==> src/rtl/button_debounce.sv <==
// Push-button debouncer: two-flop synchronizer followed by a four-state
// qualification FSM that accepts a level change only after STABLE_CYCLES
// consecutive agreeing samples. It emits a registered level and one-cycle
// rise/fall pulses.
// Optional long-press detector: define BTN_LONG_PRESS_EN to enable it. When
// enabled, btn_long pulses once after the accepted level has been high for
// HOLD_CYCLES cycles. Without the macro, btn_long is tied to 0.
module button_debounce #(
  parameter int unsigned STABLE_CYCLES = 500000,
  parameter int unsigned HOLD_CYCLES   = 50000000
) (
  input  logic clk,
  input  logic reset,
  input  logic btn_in,
  output logic btn_level,
  output logic btn_rise,
  output logic btn_fall,
  output logic btn_long
);

  localparam logic [1:0] ST_LOW      = 2'd0;
  localparam logic [1:0] ST_RISE_CHK = 2'd1;
  localparam logic [1:0] ST_HIGH     = 2'd2;
  localparam logic [1:0] ST_FALL_CHK = 2'd3;

  localparam logic [19:0] STABLE_LAST = 20'(STABLE_CYCLES - 1);

  // Reject out-of-range configurations at elaboration time.
  if (STABLE_CYCLES < 2 || STABLE_CYCLES > 32'h000F_FFFF ||
      HOLD_CYCLES < 2 || HOLD_CYCLES > 32'h03FF_FFFF) begin : g_bad_params
    $error("button_debounce: STABLE_CYCLES or HOLD_CYCLES out of range");
  end

  logic        sync0_q, sync0_d;
  logic        sync1_q, sync1_d;
  logic [1:0]  state_q, state_d;
  logic [19:0] cnt_q, cnt_d;
  logic        level_q, level_d;
  logic        rise_q, rise_d;
  logic        fall_q, fall_d;

  // Next-state logic for the synchronizer and the qualification FSM.
  always_comb begin
    // NOTE: every signal gets a default first, so no path can leave a
    // value unassigned and infer a latch.
    sync0_d = btn_in;
    sync1_d = sync0_q;
    state_d = state_q;
    cnt_d   = cnt_q;
    level_d = level_q;
    rise_d  = 1'b0;
    fall_d  = 1'b0;
    case (state_q)
      ST_LOW: begin
        if (sync1_q) begin
          state_d = ST_RISE_CHK;
          cnt_d   = '0;
        end
      end
      ST_RISE_CHK: begin
        if (!sync1_q) begin
          state_d = ST_LOW;
        end else if (cnt_q == STABLE_LAST) begin
          // The counter holds here rather than wrapping.
          state_d = ST_HIGH;
          level_d = 1'b1;
          rise_d  = 1'b1;
        end else begin
          cnt_d = cnt_q + 20'd1;
        end
      end
      ST_HIGH: begin
        if (!sync1_q) begin
          state_d = ST_FALL_CHK;
          cnt_d   = '0;
        end
      end
      ST_FALL_CHK: begin
        if (sync1_q) begin
          state_d = ST_HIGH;
        end else if (cnt_q == STABLE_LAST) begin
          state_d = ST_LOW;
          level_d = 1'b0;
          fall_d  = 1'b1;
        end else begin
          cnt_d = cnt_q + 20'd1;
        end
      end
      default: state_d = ST_LOW;
    endcase
  end

  // State registers; reset overrides any pending qualification.
  always_ff @(posedge clk) begin
    // NOTE: sequential state uses non-blocking assignments so every flop
    // samples pre-edge values regardless of statement order.
    if (reset) begin
      sync0_q <= 1'b0;
      sync1_q <= 1'b0;
      state_q <= ST_LOW;
      cnt_q   <= '0;
      level_q <= 1'b0;
      rise_q  <= 1'b0;
      fall_q  <= 1'b0;
    end else begin
      sync0_q <= sync0_d;
      sync1_q <= sync1_d;
      state_q <= state_d;
      cnt_q   <= cnt_d;
      level_q <= level_d;
      rise_q  <= rise_d;
      fall_q  <= fall_d;
    end
  end

  assign btn_level = level_q;
  assign btn_rise  = rise_q;
  assign btn_fall  = fall_q;

`ifdef BTN_LONG_PRESS_EN
  localparam logic [25:0] HOLD_LAST = 26'(HOLD_CYCLES - 1);
  localparam logic [25:0] HOLD_SAT  = 26'(HOLD_CYCLES);

  logic [25:0] hold_q, hold_d;
  logic        long_q, long_d;

  // Hold timer: runs while the accepted level is high, survives release
  // bounces, parks one past the trigger value, and clears on return to LOW.
  // A release accepted on the trigger cycle suppresses the long pulse.
  always_comb begin
    hold_d = hold_q;
    long_d = 1'b0;
    if (state_d == ST_LOW) begin
      hold_d = '0;
    end else if (state_q == ST_HIGH || state_q == ST_FALL_CHK) begin
      if (hold_q != HOLD_SAT) begin
        hold_d = hold_q + 26'd1;
      end
      long_d = (hold_q == HOLD_LAST);
    end
  end

  // Hold timer and long-press pulse registers.
  always_ff @(posedge clk) begin
    if (reset) begin
      hold_q <= '0;
      long_q <= 1'b0;
    end else begin
      hold_q <= hold_d;
      long_q <= long_d;
    end
  end

  assign btn_long = long_q;
`else
  assign btn_long = 1'b0;
`endif

endmodule

==> config.mk <==
export PLATFORM = sky130hd
export DESIGN_NAME = button_debounce
export DESIGN_NICKNAME = d
export VERILOG_FILES = /design/src/rtl/button_debounce.sv
export SDC_FILE = /design/constraint.sdc
export NUM_CORES = 1
export LEC_CHECK = 0
export BUFFER_PORTS_ARGS = -buffer_cell sky130_fd_sc_hd__buf_2
export CAP_MARGIN = 20
export CORE_ASPECT_RATIO = 2
export CORE_MARGIN = 4
export CORE_UTILIZATION = 45
export DETAILED_ROUTE_END_ITERATION = 7
export PLACE_DENSITY = 0.63
export SYNTH_ARGS = -nofsm -noshare
export SYNTH_HDL_FRONTEND = slang
export SYNTH_SLANG_ARGS = --single-unit
==> constraint.sdc <==
create_clock -name clk -period 4.8 [get_ports clk]
set_input_delay 0.48 -clock clk [delete_from_list [all_inputs] [get_ports clk]]
set_output_delay 0.48 -clock clk [all_outputs]
set_load 0.01 [all_outputs]
==> flow_summary.json <==
{
  "outcome": "finished clean",
  "dp.cells": 205,
  "combinationalPowerShare_pct": 5.1,
  "min_path_type": "primary input to register",
  "chipHeight_um": 89.5,
  "clock_power_share_pct": 35.4,
  "vias": 1428,
  "ir_worst_vdd_v": 0.000182,
  "path_max_fanout": 6,
  "crit_path_max_incr_delay_ps": 590,
  "rsz0062_at_grt": "false",
  "setup_viol": 0,
  "cp.required_ps": 4980,
  "synth_top_area_share_pct": 36.2,
  "r2r_slack_ps": 2690,
  "yosysSeqAreaShare_pct": 36.2,
  "dieArea_um2": 4360,
  "ys_ff_latch": 27,
  "synth_enable_flop_cells": 0,
  "maxSlewViolCount": 0,
  "placementRows": 29,
  "endpoint": "btn_level$_SDFFE_PP0P_",
  "dr_wl_met3_um": 123,
  "pre_cts_ws_ps": 2730,
  "reg2reg_depth": 5,
  "synth_nets": 184,
  "wl_met2_mm": 2.03,
  "cp.arrival_ps": 2290,
  "first_pass_iters": 4,
  "start_util_pct": 46.7,
  "grt.overflow.total": 0,
  "grt_max_degree": 25,
  "power_mw": 0.385,
  "nNetsFinal": 183,
  "top_layer": "met4",
  "viasPerCell": 6.83,
  "min_period_ps": 2110,
  "first_global_vias": 1369,
  "final_cells": 209,
  "crit_path_top_delay_cell": "or4b_4",
  "ys_async_sr_fraction_pct": 0,
  "fp.dieW_um": 48.7,
  "fin_skew_ps": 2.89,
  "hold-worst-slack_ps": 444,
  "multi_input_area_um2": 865,
  "yosys-top-cells-area": "dfxtp_1 36%, a21oi_1 6.0%, nand2_1 3.5%, or4_1 3.5%, nand4_1 3.4%",
  "worstReg2RegStart": "cnt_q[0]$_SDFFE_PP0P_",
  "startpoint": "cnt_q[0]$_SDFFE_PP0P_",
  "worstSetupPathType": "register to register",
  "cts.sinks": 27,
  "io_pins": 7,
  "yosysWarnings": 0,
  "clkTransAtPathRegs_ps": 100,
  "syn_inst": 180,
  "cts-hold-fix-buffers": 0,
  "cts_post_setup_buffers_inserted": 0,
  "netSwitchingPower_mw": 0.0938,
  "fmax_mhz": 475,
  "drt-total-wl_mm": 3.83,
  "drive_above_1_share_pct": 11.2,
  "timing.final.crit_share_pct": 43.9,
  "clock_latency_ps": 280,
  "place_congestion": 1.03,
  "port-buffer-count": 5,
  "tns_ps": 0,
  "syn-mean-instance-area_um2": 8.29,
  "netlist_area_um2": 1490,
  "p_sw_share_pct": 24.4,
  "hold_viol_final": 0,
  "synth_cell_type_count": 45,
  "worst_slew_pin_slew_ps": 610,
  "coreArea_um2": 3190,
  "fill_cells": 317,
  "place_area_um2": 1510,
  "final_cell_area_um2": 1560,
  "crit_chain": "ha_1 > nand4_2 > or4b_4 > or4_1 > o311ai_1",
  "tritoncts": "yes",
  "worst_slack_ps": 2690,
  "p_leak_nw": 0.474,
  "drtAntennaViolNets": 0,
  "place_hpwl_mm": 2.74,
  "slew_headroom_pct": 59.0,
  "drt-wirelength-per-cell_um": 18.3,
  "yosys.area.top_type": "dfxtp_1",
  "final_core_util_pct": 48.8,
  "power_density_nw_per_um2": 247,
  "max-cap-violations": 0,
  "critPathLaunchType": "register",
  "numCtsBuffers": 3,
  "grt_pass1_wl_mm": 6.42,
  "register_area_um2": 541,
  "cts-root-buf": "clkbuf_8",
  "h-tree-depth": 1,
  "drc": 0,
  "p_int_mw": 0.291,
  "r2r-end": "btn_level$_SDFFE_PP0P_",
  "ys.flop_type": "dfxtp_1",
  "wl_met1_mm": 1.52,
  "grt_antenna_before_repair": 0,
  "seqPwrFrac_pct": 59.5,
  "cts_resized": 0,
  "end_kind": "register",
  "syn_to_final_growth_pct": 4.44,
  "clk_path_buf_depth": 2,
  "diodes": 0,
  "track_usage_pct": 18.5,
  "drtIter0Drc": 35
}
## sequential cells by signal, summed over array words and instances, names as in the netlist, named ones only
| signal | cells |
|---|---|
| btn_fall | 1 |
| btn_level | 1 |
| state_q | 1 |
| cnt_q | 20 |
| sync0_q | 1 |
| btn_rise | 1 |
| sync1_q | 1 |
## synthesized netlist by cell type (4+ instances only)
library cell	n
dfxtp_1	27
or3_1	4
clkbuf_1	7
buf_2	4
or4_1	7
nand3_1	8
o31ai_1	4
o21ai_0	9
nor4_1	5
nand2_1	14
o32ai_1	4
nand4_1	8
nor3_1	6
inv_1	8
a21oi_1	18
## cells in the final DEF, fill, tap and decap left out, types with 2 or more instances in the layout
cell type  instances
dfxtp_1           27
a21oi_1           18
nand2_1           14
o21ai_0            9
nand4_1            8
inv_1              8
nand3_1            8
or4_1              7
nor3_1             6
nor4_1             5
buf_2              5
or3_1              4
o32ai_1            4
o31ai_1            4
nand4_2            3
nor4b_1            3
nor2_1             3
o211ai_1           3
clkbuf_8           3
and4_2             2
and3_1             2
a32oi_1            2
o41ai_1            2
mux2i_1            2
and2_1             2
and4_1             2
nor2b_1            2
o21a_1             2
## logic make-up (layout without fill, tap and decap cells)
family | Yosys count | after routing | synth area share (%)
AO/OA/AOI/OAI | 50 | 50 | 21.5
XOR/XNOR | 2 | 2 | 1.68
adder cells (fa/ha/maj) | 1 | 1 | 0.838
buffers and inverters | 21 | 19 | 5.87
flip-flops | 27 | 27 | 36.2
multiplexers | 3 | 3 | 2.10
other | 1 | 1 | 0.251
AND/OR/NAND/NOR | 75 | 75 | 31.5
## power groups by stage
stage	logic, mW	clock network (mW)	registers [mW]
finish	0.0196	0.136	0.229
CTS	0.0196	0.140	0.229
global placement	0.0186	0	0.234
floorplan	0.0137	0	0.233
detailed placement	0.0195	0	0.234
global route	0.0215	0.147	0.229
## metal layers
metal	vias up	track usage, %
li1	688	-
met1	682	20.2
met2	45	32.5
met3	13	2.34
met4	0	12.7
met5	-	0
## final cells by class
type / count / share of cell area (%)
clock inverter: 1 / 0.482
tap: 31 / 2.49
multi-input combinational: 132 / 55.5
timing repair buffer: 6 / 2.09
sequential: 27 / 34.7
inverter: 9 / 2.17
clock buffer: 3 / 2.65
## worst min-delay path by stage
stage / start / to / slack [ps] / depth (start not counted)
final: btn_in / sync0_q$_SDFF_PP0_ / 440 / 2
after floorplan: sync0_q$_SDFF_PP0_ / sync1_q$_SDFF_PP0_ / 410 / 1
after CTS: sync0_q$_SDFF_PP0_ / sync1_q$_SDFF_PP0_ / 460 / 1
after global placement: sync0_q$_SDFF_PP0_ / sync1_q$_SDFF_PP0_ / 420 / 1
after global routing: sync0_q$_SDFF_PP0_ / sync1_q$_SDFF_PP0_ / 460 / 1
after detailed placement: sync0_q$_SDFF_PP0_ / sync1_q$_SDFF_PP0_ / 440 / 1
## critical path, delay by kind of cell, from the launching register on
family                   cells  cell delay (ps)
AND/OR/NAND/NOR              3             1230
AO/OA/AOI/OAI                1              110
adder cells (fa/ha/maj)      1              260
flip-flops                   1              400
No activity file was read; power rests on OpenSTA's default activity.
